[config.mk]
export PLATFORM = sky130hd
export DESIGN_NAME = decryption_r2_flat
export DESIGN_NICKNAME = d
export VERILOG_FILES = /design/src/rtl/decryption_r2_pkg.sv /design/src/rtl/decryption_r2_if.sv /design/src/rtl/decryption_r2_mod_mul_serial.sv /design/src/rtl/decryption_r2.sv /design/src/flat_wrapper.sv
export SDC_FILE = /design/constraint.sdc
export NUM_CORES = 1
export LEC_CHECK = 0
export CORE_UTILIZATION = 30
export CTS_CLUSTER_DIAMETER = 100
export DETAILED_ROUTE_END_ITERATION = 6
export GPL_TIMING_DRIVEN = 1
export PLACE_DENSITY = 0.58
export SLEW_MARGIN = 20
export SYNTH_ARGS = -nofsm -noshare
export SYNTH_HDL_FRONTEND = slang
export SYNTH_HIERARCHICAL = 1
export SYNTH_SLANG_ARGS = --single-unit
[constraint.sdc]
create_clock -name clk -period 6.4 [get_ports clk]
set_input_delay 0.64 -clock clk [delete_from_list [all_inputs] [get_ports clk]]
set_output_delay 0.64 -clock clk [all_outputs]
set_load 0.1 [all_outputs]
[src/rtl/decryption_r2_pkg.sv]
// Shared Diffie-Hellman definitions: default widths, FSM encoding and the
// operand error classes common to the encryption and decryption stages.
package decryption_r2_pkg;

    localparam int DH_W     = 32;
    localparam int DH_EXP_W = 32;

    typedef enum logic [2:0] {
        ST_IDLE   = 3'd0,
        ST_CHECK  = 3'd1,
        ST_SQR    = 3'd2,
        ST_MUL    = 3'd3,
        ST_FINISH = 3'd4
    } dh_state_e;

    typedef enum logic [1:0] {
        ERR_NONE      = 2'd0,
        ERR_P_SMALL   = 2'd1,
        ERR_PUB_ZERO  = 2'd2,
        ERR_PUB_RANGE = 2'd3
    } dh_err_e;

endpackage

[src/rtl/decryption_r2_if.sv]
// Request/response bundle of the R2 decryption stage; the requester drives
// the master side, decryption_r2 sits on the slave side.
interface decryption_r2_if
    import decryption_r2_pkg::*;
#(
    parameter int W     = DH_W,
    parameter int EXP_W = DH_EXP_W
);
    logic             start_i;
    logic [W-1:0]     c1_i;
    logic [W-1:0]     pub_i;
    logic [EXP_W-1:0] priv_i;
    logic [W-1:0]     p_i;
    logic             busy_o;
    logic             done_dec;
    logic             err_o;
    logic [W-1:0]     k_o;
    logic [W-1:0]     r2_o;

    modport master (
        output start_i, c1_i, pub_i, priv_i, p_i,
        input  busy_o, done_dec, err_o, k_o, r2_o
    );

    modport slave (
        input  start_i, c1_i, pub_i, priv_i, p_i,
        output busy_o, done_dec, err_o, k_o, r2_o
    );
endinterface

[src/rtl/decryption_r2_mod_mul_serial.sv]
// Bit-serial interleaved modular multiplier: result = a*b mod p, MSB-first,
// one load edge plus W iteration edges, then a one-cycle done pulse.
module mod_mul_serial
    import decryption_r2_pkg::*;
#(
    parameter int W = DH_W
) (
    input  logic         clk,
    input  logic         rst,
    input  logic         start,
    input  logic [W-1:0] a,
    input  logic [W-1:0] b,
    input  logic [W-1:0] p,
    output logic         done,
    output logic [W-1:0] result
);
    localparam int CNT_W = $clog2(W + 1);

    logic [W-1:0]     a_q, a_d;
    logic [W-1:0]     b_q, b_d;
    logic [W-1:0]     p_q, p_d;
    logic [W-1:0]     acc_q, acc_d;
    logic [CNT_W-1:0] cnt_q, cnt_d;
    logic             run_q, run_d;
    logic             done_q, done_d;

    // Both reductions work on W+1 bits so 2*acc and acc+a never overflow;
    // callers guarantee acc < p and a < p.
    function automatic logic [W-1:0] mm_step(input logic [W-1:0] acc_v,
                                             input logic [W-1:0] a_v,
                                             input logic [W-1:0] p_v,
                                             input logic         m_bit);
        logic [W:0] t;
        t = {acc_v, 1'b0};
        if (t >= {1'b0, p_v}) t = t - {1'b0, p_v};
        if (m_bit)            t = t + {1'b0, a_v};
        if (t >= {1'b0, p_v}) t = t - {1'b0, p_v};
        return t[W-1:0];
    endfunction

    always_comb begin
        a_d    = a_q;
        b_d    = b_q;
        p_d    = p_q;
        acc_d  = acc_q;
        cnt_d  = cnt_q;
        run_d  = run_q;
        done_d = 1'b0;
        if (start) begin
            a_d   = a;
            b_d   = b;
            p_d   = p;
            acc_d = '0;
            cnt_d = CNT_W'(W);
            run_d = 1'b1;
        end else if (run_q) begin
            acc_d = mm_step(acc_q, a_q, p_q, b_q[W-1]);
            b_d   = {b_q[W-2:0], 1'b0};
            cnt_d = cnt_q - CNT_W'(1);
            if (cnt_q == CNT_W'(1)) begin
                run_d  = 1'b0;
                done_d = 1'b1;
            end
        end
    end

    always_ff @(posedge clk) begin
        if (rst) begin
            a_q    <= '0;
            b_q    <= '0;
            p_q    <= '0;
            acc_q  <= '0;
            cnt_q  <= '0;
            run_q  <= 1'b0;
            done_q <= 1'b0;
        end else begin
            a_q    <= a_d;
            b_q    <= b_d;
            p_q    <= p_d;
            acc_q  <= acc_d;
            cnt_q  <= cnt_d;
            run_q  <= run_d;
            done_q <= done_d;
        end
    end

    assign done   = done_q;
    assign result = acc_q;

endmodule

[src/rtl/decryption_r2.sv]
// R2 decryption: k = pub^priv mod p by constant-time square-and-multiply,
// r2 = c1 ^ k. Optional macro DEC_KEY_OUT_EN exposes k on k_o (else k_o = 0).
module decryption_r2
    import decryption_r2_pkg::*;
#(
    parameter int W     = DH_W,
    parameter int EXP_W = DH_EXP_W
) (
    input  logic           clk,
    input  logic           rst,
    decryption_r2_if.slave bus
);
    localparam int IDX_W = (EXP_W > 1) ? $clog2(EXP_W) : 1;

    dh_state_e        state_q, state_d;
    logic [W-1:0]     c1_q, c1_d;
    logic [W-1:0]     pub_q, pub_d;
    logic [W-1:0]     p_q, p_d;
    logic [EXP_W-1:0] priv_q, priv_d;
    logic [W-1:0]     acc_q, acc_d;
    logic [IDX_W-1:0] bit_q, bit_d;
    logic             err_pend_q, err_pend_d;
    logic             busy_q, busy_d;
    logic             done_q, done_d;
    logic             err_q, err_d;
    logic [W-1:0]     r2_q, r2_d;
`ifdef DEC_KEY_OUT_EN
    logic [W-1:0]     k_q, k_d;
`endif

    logic             mm_start;
    logic [W-1:0]     mm_a, mm_b;
    logic             mm_done;
    logic [W-1:0]     mm_res;

    function automatic dh_err_e check_operands(input logic [W-1:0] p_v,
                                               input logic [W-1:0] pub_v);
        if (p_v < W'(2))    return ERR_P_SMALL;
        if (pub_v == '0)    return ERR_PUB_ZERO;
        if (pub_v >= p_v)   return ERR_PUB_RANGE;
        return ERR_NONE;
    endfunction

    mod_mul_serial #(.W(W)) u_mm (
        .clk    (clk),
        .rst    (rst),
        .start  (mm_start),
        .a      (mm_a),
        .b      (mm_b),
        .p      (p_q),
        .done   (mm_done),
        .result (mm_res)
    );

    always_comb begin
        state_d    = state_q;
        c1_d       = c1_q;
        pub_d      = pub_q;
        p_d        = p_q;
        priv_d     = priv_q;
        acc_d      = acc_q;
        bit_d      = bit_q;
        err_pend_d = err_pend_q;
        busy_d     = busy_q;
        done_d     = 1'b0;
        err_d      = 1'b0;
        r2_d       = r2_q;
`ifdef DEC_KEY_OUT_EN
        k_d        = k_q;
`endif
        mm_start   = 1'b0;
        mm_a       = acc_q;
        mm_b       = acc_q;

        case (state_q)
            ST_IDLE: begin
                if (bus.start_i) begin
                    c1_d       = bus.c1_i;
                    pub_d      = bus.pub_i;
                    p_d        = bus.p_i;
                    priv_d     = bus.priv_i;
                    acc_d      = '0;
                    err_pend_d = 1'b0;
                    busy_d     = 1'b1;
                    r2_d       = '0;
`ifdef DEC_KEY_OUT_EN
                    k_d        = '0;
`endif
                    state_d    = ST_CHECK;
                end
            end
            ST_CHECK: begin
                if (check_operands(p_q, pub_q) != ERR_NONE) begin
                    err_pend_d = 1'b1;
                    state_d    = ST_FINISH;
                end else begin
                    acc_d    = W'(1);
                    bit_d    = IDX_W'(EXP_W - 1);
                    mm_start = 1'b1;
                    mm_a     = W'(1);
                    mm_b     = W'(1);
                    state_d  = ST_SQR;
                end
            end
            ST_SQR: begin
                if (mm_done) begin
                    acc_d    = mm_res;
                    mm_start = 1'b1;
                    mm_a     = pub_q;
                    mm_b     = mm_res;
                    state_d  = ST_MUL;
                end
            end
            ST_MUL: begin
                // The product is always computed; only its use depends on the key bit.
                if (mm_done) begin
                    if (priv_q[bit_q]) acc_d = mm_res;
                    if (bit_q == '0) begin
                        state_d = ST_FINISH;
                    end else begin
                        bit_d    = bit_q - IDX_W'(1);
                        mm_start = 1'b1;
                        mm_a     = acc_d;
                        mm_b     = acc_d;
                        state_d  = ST_SQR;
                    end
                end
            end
            ST_FINISH: begin
                busy_d  = 1'b0;
                done_d  = 1'b1;
                state_d = ST_IDLE;
                if (err_pend_q) begin
                    err_d = 1'b1;
                    r2_d  = '0;
`ifdef DEC_KEY_OUT_EN
                    k_d   = '0;
`endif
                end else begin
                    r2_d  = c1_q ^ acc_q;
`ifdef DEC_KEY_OUT_EN
                    k_d   = acc_q;
`endif
                end
            end
            default: state_d = ST_IDLE;
        endcase
    end

    always_ff @(posedge clk) begin
        if (rst) begin
            state_q    <= ST_IDLE;
            c1_q       <= '0;
            pub_q      <= '0;
            p_q        <= '0;
            priv_q     <= '0;
            acc_q      <= '0;
            bit_q      <= '0;
            err_pend_q <= 1'b0;
            busy_q     <= 1'b0;
            done_q     <= 1'b0;
            err_q      <= 1'b0;
            r2_q       <= '0;
`ifdef DEC_KEY_OUT_EN
            k_q        <= '0;
`endif
        end else begin
            state_q    <= state_d;
            c1_q       <= c1_d;
            pub_q      <= pub_d;
            p_q        <= p_d;
            priv_q     <= priv_d;
            acc_q      <= acc_d;
            bit_q      <= bit_d;
            err_pend_q <= err_pend_d;
            busy_q     <= busy_d;
            done_q     <= done_d;
            err_q      <= err_d;
            r2_q       <= r2_d;
`ifdef DEC_KEY_OUT_EN
            k_q        <= k_d;
`endif
        end
    end

    assign bus.busy_o   = busy_q;
    assign bus.done_dec = done_q;
    assign bus.err_o    = err_q;
    assign bus.r2_o     = r2_q;
`ifdef DEC_KEY_OUT_EN
    assign bus.k_o      = k_q;
`else
    assign bus.k_o      = '0;
`endif

endmodule

[src/flat_wrapper.sv]
// flat-port wrapper written by rule: the top's interface ports become plain ports
module decryption_r2_flat import decryption_r2_pkg::*;
#(
    parameter int W     = DH_W,
    parameter int EXP_W = DH_EXP_W
)
  (clk, rst, bus_start_i, bus_c1_i, bus_pub_i, bus_priv_i, bus_p_i, bus_busy_o, bus_done_dec, bus_err_o, bus_k_o, bus_r2_o);
  decryption_r2_if #(.W(W), .EXP_W(EXP_W)) bus_i ();
  input  logic clk;
  input  logic rst;
  input wire logic [$bits(bus_i.start_i)-1:0] bus_start_i;
  input wire logic [$bits(bus_i.c1_i)-1:0] bus_c1_i;
  input wire logic [$bits(bus_i.pub_i)-1:0] bus_pub_i;
  input wire logic [$bits(bus_i.priv_i)-1:0] bus_priv_i;
  input wire logic [$bits(bus_i.p_i)-1:0] bus_p_i;
  output wire logic [$bits(bus_i.busy_o)-1:0] bus_busy_o;
  output wire logic [$bits(bus_i.done_dec)-1:0] bus_done_dec;
  output wire logic [$bits(bus_i.err_o)-1:0] bus_err_o;
  output wire logic [$bits(bus_i.k_o)-1:0] bus_k_o;
  output wire logic [$bits(bus_i.r2_o)-1:0] bus_r2_o;
  assign bus_i.start_i = bus_start_i;
  assign bus_i.c1_i = bus_c1_i;
  assign bus_i.pub_i = bus_pub_i;
  assign bus_i.priv_i = bus_priv_i;
  assign bus_i.p_i = bus_p_i;
  assign bus_busy_o = bus_i.busy_o;
  assign bus_done_dec = bus_i.done_dec;
  assign bus_err_o = bus_i.err_o;
  assign bus_k_o = bus_i.k_o;
  assign bus_r2_o = bus_i.r2_o;
  decryption_r2 #(.W(W), .EXP_W(EXP_W)) u_core (.clk(clk), .rst(rst), .bus(bus_i));
endmodule
==> results of run 1 <==
## logic make-up after synthesis
logic type	after synthesis
and+or+nand+nor	814
AOI/OAI and AO/OA	806
DFF	340
buffers and inverters	338
muxes	173
adders and majority gates	134
xor gates and xnor gates	116
other	1
## synth_stat cells (9+ instances only)
cell      instances  share of area
nor4_1           21         0.0061
nand4_1          34         0.0099
buf_6             9         0.0047
clkbuf_1        128          0.022
ha_1            131          0.076
nor2_1          244          0.043
a211oi_1         16         0.0056
buf_4            33          0.012
buf_1            14         0.0025
nand2b_1         14         0.0041
o21bai_1         10         0.0035
nand3_1          39         0.0091
mux2i_1         123          0.057
a22oi_1          67          0.023
inv_1           136          0.024
a21oi_1         295          0.069
xor2_1           59          0.024
a32oi_1          35          0.014
o211ai_1         14         0.0049
nand2_1         379          0.066
a31oi_1          21         0.0061
a21o_1           39          0.014
o21ai_1          60          0.014
nor2b_1          11         0.0032
mux2_2           41          0.022
xnor2_1          56          0.023
buf_2            15         0.0035
o21a_1           21         0.0074
dfxtp_1         340           0.32
o21ai_0         116          0.027
nor3_1           28         0.0065
o31ai_1          41          0.014
## area by class of cell
| cell class | count | area, um2 |
|---|---|---|
| sequential | 340 | 6820 |
| clock inverter | 16 | 169 |
| inverter | 138 | 518 |
| fill | 7014 | 40800 |
| timing repair buffer | 636 | 5410 |
| tap | 940 | 1180 |
| multi-input combinational | 2075 | 14500 |
| clock buffer | 52 | 1070 |
## critical path, delay by kind of cell, from the launching register on
family | cells | cell delay (ns)
compound gates | 15 | 3.08
buf+inv | 8 | 1.03
xor+xnor | 1 | 0.14
flops | 1 | 0.34
mux | 3 | 0.73
simple gates | 5 | 0.67
fa+ha+maj | 3 | 0.72
## worst paths after layout
check                                                 startpoint                             endpoint  slack, ns  cells after the start
worst min-delay path              u_core/priv_q[19]$_SDFFE_PP0P_       u_core/priv_q[19]$_SDFFE_PP0P_       0.45                      2
worst max-delay path            u_core/u_mm/p_q[12]$_SDFFE_PP0P_  u_core/u_mm/result[10]$_SDFFE_PP0P_      -0.49                     35
worst max register to register  u_core/u_mm/p_q[12]$_SDFFE_PP0P_  u_core/u_mm/result[10]$_SDFFE_PP0P_      -0.49                     35
worst min register to register    u_core/priv_q[19]$_SDFFE_PP0P_       u_core/priv_q[19]$_SDFFE_PP0P_       0.45                      2
## per-layer routing
layer  vias up  global-route usage
met5         -                   0
met2       581               0.320
met4         0              0.0769
li1      10605                   -
met3       114              0.0261
met1     10113               0.290
## flip-flops by register name, summed over array words and instances (netlist names)
signal / flops
u_core/u_mm/p_q: 32
u_core/p_q: 32
u_core/state_q: 3
u_core/bus.r2_o: 32
u_core/bit_q: 5
u_core/u_mm/cnt_q: 6
u_core/c1_q: 32
u_core/u_mm/done: 1
u_core/bus.busy_o: 1
u_core/u_mm/a_q: 32
u_core/pub_q: 32
u_core/priv_q: 32
u_core/bus.done_dec: 1
u_core/err_pend_q: 1
u_core/u_mm/b_q: 32
u_core/acc_q: 32
u_core/u_mm/run_q: 1
u_core/bus.err_o: 1
u_core/u_mm/result: 32
## per-stage QoR
stage | worst slack (ns) | area [um2] | hold WS, ns
final | -0.488 | 29600 | 0.453
after global routing | -0.791 | 29600 | 0.468
after CTS | -0.403 | 29200 | 0.452
after detailed placement | -0.768 | 27000 | 0.444
after global placement | -0.709 | 27000 | 0.442
after floorplan | -0.0563 | 21800 | 0.432
## what timing repair did
item | CTS | global route
cloned | 5 | 0
resized for setup | 131 | 83
endpoints found under the setup margin | 32 | 32
pin swaps | 59 | 49
buffers inserted | 33 | 11
==> results.sh, run 1 <==
export IMPL_portBuffers=165
export IMPL_htreeDepth=2
export IMPL_crit_fanout=7
export IMPL_grt_pass1_vias=20363
export IMPL_fin_worst_skew_ns=0.0151
export IMPL_wl_mm=78.0
export IMPL_first_pass_iters=5
export IMPL_cp_data_required_time_ns=6.79
export IMPL_synth_compound_area_frac=0.235
export IMPL_status="complete, but fails checks"
export IMPL_arrival_ns=7.28
export IMPL_finalSetupTns_ns=-13.18
export IMPL_vias_per_cell=5.10
export IMPL_synth_top_family_by_area="compound AO/OA/AOI/OAI gates"
export IMPL_clkTransAtPathRegs_ns=0.06
export IMPL_dp_hpwl_mm=58.2
export IMPL_timing_final_crit_share=1.08
export IMPL_worstSetupPathType="reg -> reg"
export IMPL_gp_congestion=0.934
export IMPL_yosys_area_share_simple=0.162
export IMPL_slowest_stage="o31ai_4"
export IMPL_final_net_count=3494
export IMPL_cts_tree="yes"
export IMPL_die_area_um2=72500
export IMPL_min_period_ns=6.89
export IMPL_coreArea_um2=70400
export IMPL_hold_viol_final=0
export IMPL_slew_headroom=0.280
export IMPL_syn_area_um2=21400
export IMPL_io_pins=198
export IMPL_ys_warn_count=6
export IMPL_start_kind="flop"
export IMPL_drv_cap=0
export IMPL_final_common_cell="buf_4"
export IMPL_final_core_util=0.421
export IMPL_synth_xor_area_frac=0.0478
export IMPL_rsz0062_at_grt="true"
export IMPL_top_layer="met4"
export IMPL_cpPeakStageDelay_ns=0.40
export IMPL_wl_met1_mm=36.8
export IMPL_drtIter0Drc=1537
export IMPL_die_w_um=269
export IMPL_grt_max_degree=98
export IMPL_syn_inst=2722
export IMPL_dp_cells=4084
export IMPL_clk_path_buf_depth=3
export IMPL_track_usage=0.206
export IMPL_vias=21413
export IMPL_synth_cell_types=84
export IMPL_crit_path_end_kind="flop"
export IMPL_die_h_um=269
export IMPL_antenna_found_initial=1
export IMPL_ant_nets=0
export IMPL_holdBufCountCts=0
export IMPL_clk_latency_ns=0.55
export IMPL_synth_adder_area_share=0.0793
export IMPL_synth_edf_count=0
export IMPL_worst_slew_pin_slew_ns=1.08
export IMPL_start_util=0.304
export IMPL_fin_ws_ns=-0.488
export IMPL_rows=97
export IMPL_area_growth_pct=38.3
export IMPL_cts_sinks=340
export IMPL_gr_total_overflow=0
export IMPL_maxSlewViolCount=0
export IMPL_diodes=0
export IMPL_route_met2_wl_mm=34.1
export IMPL_syn_area_per_cell_um2=7.87
export IMPL_layout_common_cells="buf_4, nand2_1, dfxtp_1"
export IMPL_stdcell_count=4197
export IMPL_violations="negative setup slack"
export IMPL_yosysSeqAreaShare=0.318
export IMPL_wl_met3_mm=4.21
export IMPL_grt_pass1_wl_mm=119
export IMPL_wl_per_cell_um=18.6
export IMPL_synth_mux_area_fraction=0.0881
export IMPL_ctsRootBufferMaster="clkbuf_16"
export IMPL_async_reset_ff_frac=0
export IMPL_finalSetupViolCount=32
export IMPL_cts_buffers=38
export IMPL_ys_flop_type="dfxtp_1"
export IMPL_min_path_type="reg -> reg"
export IMPL_clock_fmax_mhz=145
export IMPL_ys_ff_latch=340
export IMPL_drc=0
export IMPL_drive_above_1_share=0.239
Power of run 1 is left out: the tool's default activity adds up to more than one toggle a clock period on the data nets, which glitch-free logic cannot reach.
==> run 2, diff against run 1 <==
--- a/config.mk
+++ b/config.mk
@@ -5,6 +5,7 @@
 export SDC_FILE = /design/constraint.sdc
 export NUM_CORES = 1
 export LEC_CHECK = 0
+export CAP_MARGIN = 0
 export CORE_UTILIZATION = 30
 export CTS_CLUSTER_DIAMETER = 100
 export DETAILED_ROUTE_END_ITERATION = 6
==> results of run 2 <==
Same layout as run 1: the final DEF is identical, and so are final timing and power.
Power of run 2 is left out for the same reason.
==> run 3, diff against run 2 <==
--- a/config.mk
+++ b/config.mk
@@ -7,9 +7,11 @@
 export LEC_CHECK = 0
 export CAP_MARGIN = 0
 export CORE_UTILIZATION = 30
+export CTS_BUF_LIST = sky130_fd_sc_hd__clkbuf_8
 export CTS_CLUSTER_DIAMETER = 100
 export DETAILED_ROUTE_END_ITERATION = 6
 export GPL_TIMING_DRIVEN = 1
+export HOLD_SLACK_MARGIN = 0.1
 export PLACE_DENSITY = 0.58
 export SLEW_MARGIN = 20
 export SYNTH_ARGS = -nofsm -noshare
==> run 3 against run 2 <==
The flow still finishes with violations (negative setup slack). Highest routed layer unchanged. Hold slack got worse by 0.071 ns. Clock-buffer cell count rose by 23. Setup slack got worse by 0.013 ns. Critical path type unchanged.
==> results.sh, run 3 (synthesized netlist as in run 1, its figures left out) <==
export IMPL_pre_cts_ws_ns=-0.768
export IMPL_worstSetupPathType="reg -> reg"
export IMPL_worst_slew_pin_slew_ns=1.08
export IMPL_stdcell_count=4239
export IMPL_slowest_stage="o41ai_4"
export IMPL_die_h_um=269
export IMPL_wl_per_cell_um=18.5
export IMPL_io_pins=198
export IMPL_fin_worst_skew_ns=0.0346
export IMPL_clock_fmax_mhz=145
export IMPL_clk_path_buf_depth=3
export IMPL_holdPathStages=2
export IMPL_die_w_um=269
export IMPL_die_area_um2=72500
export IMPL_start_util=0.304
export IMPL_rrSetupSlack_ns=-0.50
export IMPL_hold_ws_ns=0.381
export IMPL_min_to="u_core/pub_q[9]$_SDFFE_PP0P_"
export IMPL_clkTransAtPathRegs_ns=0.08
export IMPL_crit_path_end_kind="flop"
export IMPL_timing_final_crit_share=1.08
export IMPL_final_common_cell="buf_4"
export IMPL_cts_buffers=59
export IMPL_min_period_ns=6.90
export IMPL_fin_ws_ns=-0.500
export IMPL_htreeDepth=2
export IMPL_grt_pass1_wl_mm=119
export IMPL_cpMostUsedCell="buf_4"
export IMPL_reg2reg_to="u_core/u_mm/result[24]$_SDFFE_PP0P_"
export IMPL_ant_nets=0
export IMPL_start_kind="flop"
export IMPL_portBuffers=165
export IMPL_antenna_found_initial=2
export IMPL_rsz0062_at_grt="true"
export IMPL_status="complete, but fails checks"
export IMPL_min_from="rst"
export IMPL_final_net_count=3520
export IMPL_hold_viol_final=0
export IMPL_gp_congestion=0.934
export IMPL_cts_sinks=340
export IMPL_vias=21522
export IMPL_rows=97
export IMPL_drv_cap=0
export IMPL_area_growth_pct=38.8
export IMPL_arrival_ns=7.49
export IMPL_finalSetupTns_ns=-12.34
export IMPL_cp_data_required_time_ns=6.99
export IMPL_finalSetupViolCount=32
export IMPL_gr_total_overflow=0
export IMPL_holdBufCountCts=0
export IMPL_slew_headroom=0.280
export IMPL_drive_above_1_share=0.247
export IMPL_cts_tree="yes"
export IMPL_wl_mm=78.2
export IMPL_min_path_type="in -> reg"
export IMPL_crit_fanout=7
export IMPL_grt_pass1_vias=20466
export IMPL_drtIter0Drc=1784
export IMPL_maxSlewViolCount=0
export IMPL_first_pass_iters=5
export IMPL_track_usage=0.207
export IMPL_cpPeakStageDelay_ns=0.37
export IMPL_clk_latency_ns=0.68
export IMPL_vias_per_cell=5.08
export IMPL_layout_common_cells="buf_4, nand2_1, dfxtp_1"
export IMPL_ctsRootBufferMaster="clkbuf_8"
export IMPL_violations="negative setup slack"
export IMPL_drc=0
export IMPL_dp_cells=4084
export IMPL_coreArea_um2=70400
export IMPL_ff2ff_path_depth=34
export IMPL_dp_hpwl_mm=58.2
export IMPL_grt_max_degree=98
export IMPL_r2r_start="u_core/u_mm/p_q[4]$_SDFFE_PP0P_"
==> run 3: cell type report <==
class / count / area [um2]
Timing Repair Buffer: 641 / 5450
Multi-Input combinational cell: 2075 / 14600
Inverter: 138 / 518
Clock buffer: 75 / 1030
Fill cell: 7040 / 40600
Sequential cell: 340 / 6820
Clock inverter: 28 / 150
Tap cell: 940 / 1180
Antenna cell: 2 / 5.00
==> run 3: worst max path at each step <==
stage                                                 from                             endpoint  slack, ns
after global placement    u_core/u_mm/p_q[10]$_SDFFE_PP0P_   u_core/u_mm/result[3]$_SDFFE_PP0P_      -0.71
after global routing       u_core/u_mm/p_q[4]$_SDFFE_PP0P_  u_core/u_mm/result[24]$_SDFFE_PP0P_      -0.73
after floorplan            u_core/u_mm/p_q[4]$_SDFFE_PP0P_  u_core/u_mm/result[24]$_SDFFE_PP0P_      -0.06
after CTS                  u_core/u_mm/p_q[4]$_SDFFE_PP0P_  u_core/u_mm/result[23]$_SDFFE_PP0P_      -0.48
after detailed placement  u_core/u_mm/p_q[12]$_SDFFE_PP0P_   u_core/u_mm/result[3]$_SDFFE_PP0P_      -0.77
final                      u_core/u_mm/p_q[4]$_SDFFE_PP0P_  u_core/u_mm/result[24]$_SDFFE_PP0P_      -0.50
==> run 3: timing repair <==
item                       4_1_cts  5_1_grt
setup endpoints to repair       32       32
resized for setup              104      119
pin swaps                       43       95
setup buffers                   35       14
cloned                           7        0
==> run 3: metrics by stage <==
step                 util  instance area [um2]
CTS                 0.413                29100
finish              0.423                29800
global route        0.423                29700
floorplan               -                21800
global placement    0.383                27000
detailed placement  0.383                27000
==> run 3: per-layer routing <==
layer / GRT usage / routed length [um] / vias up
li1: - / - / 10663
met1: 0.289 / 36800 / 10146
met2: 0.328 / 34900 / 600
met3: 0.0241 / 4140 / 113
met4: 0.0677 / 2460 / 0
met5: 0 / 0 / -
==> run 3: critical path: cells and delay by family, from the launching register on <==
kind	cells	cell delay, ns
AO/OA/AOI/OAI	14	2.65
XOR/XNOR	1	0.15
adder cells (fa/ha/maj)	3	0.71
buffers and inverters	7	1.00
flip-flops	1	0.33
multiplexers	3	0.93
AND/OR/NAND/NOR	6	1.05
Power of run 3 is left out for the same reason.
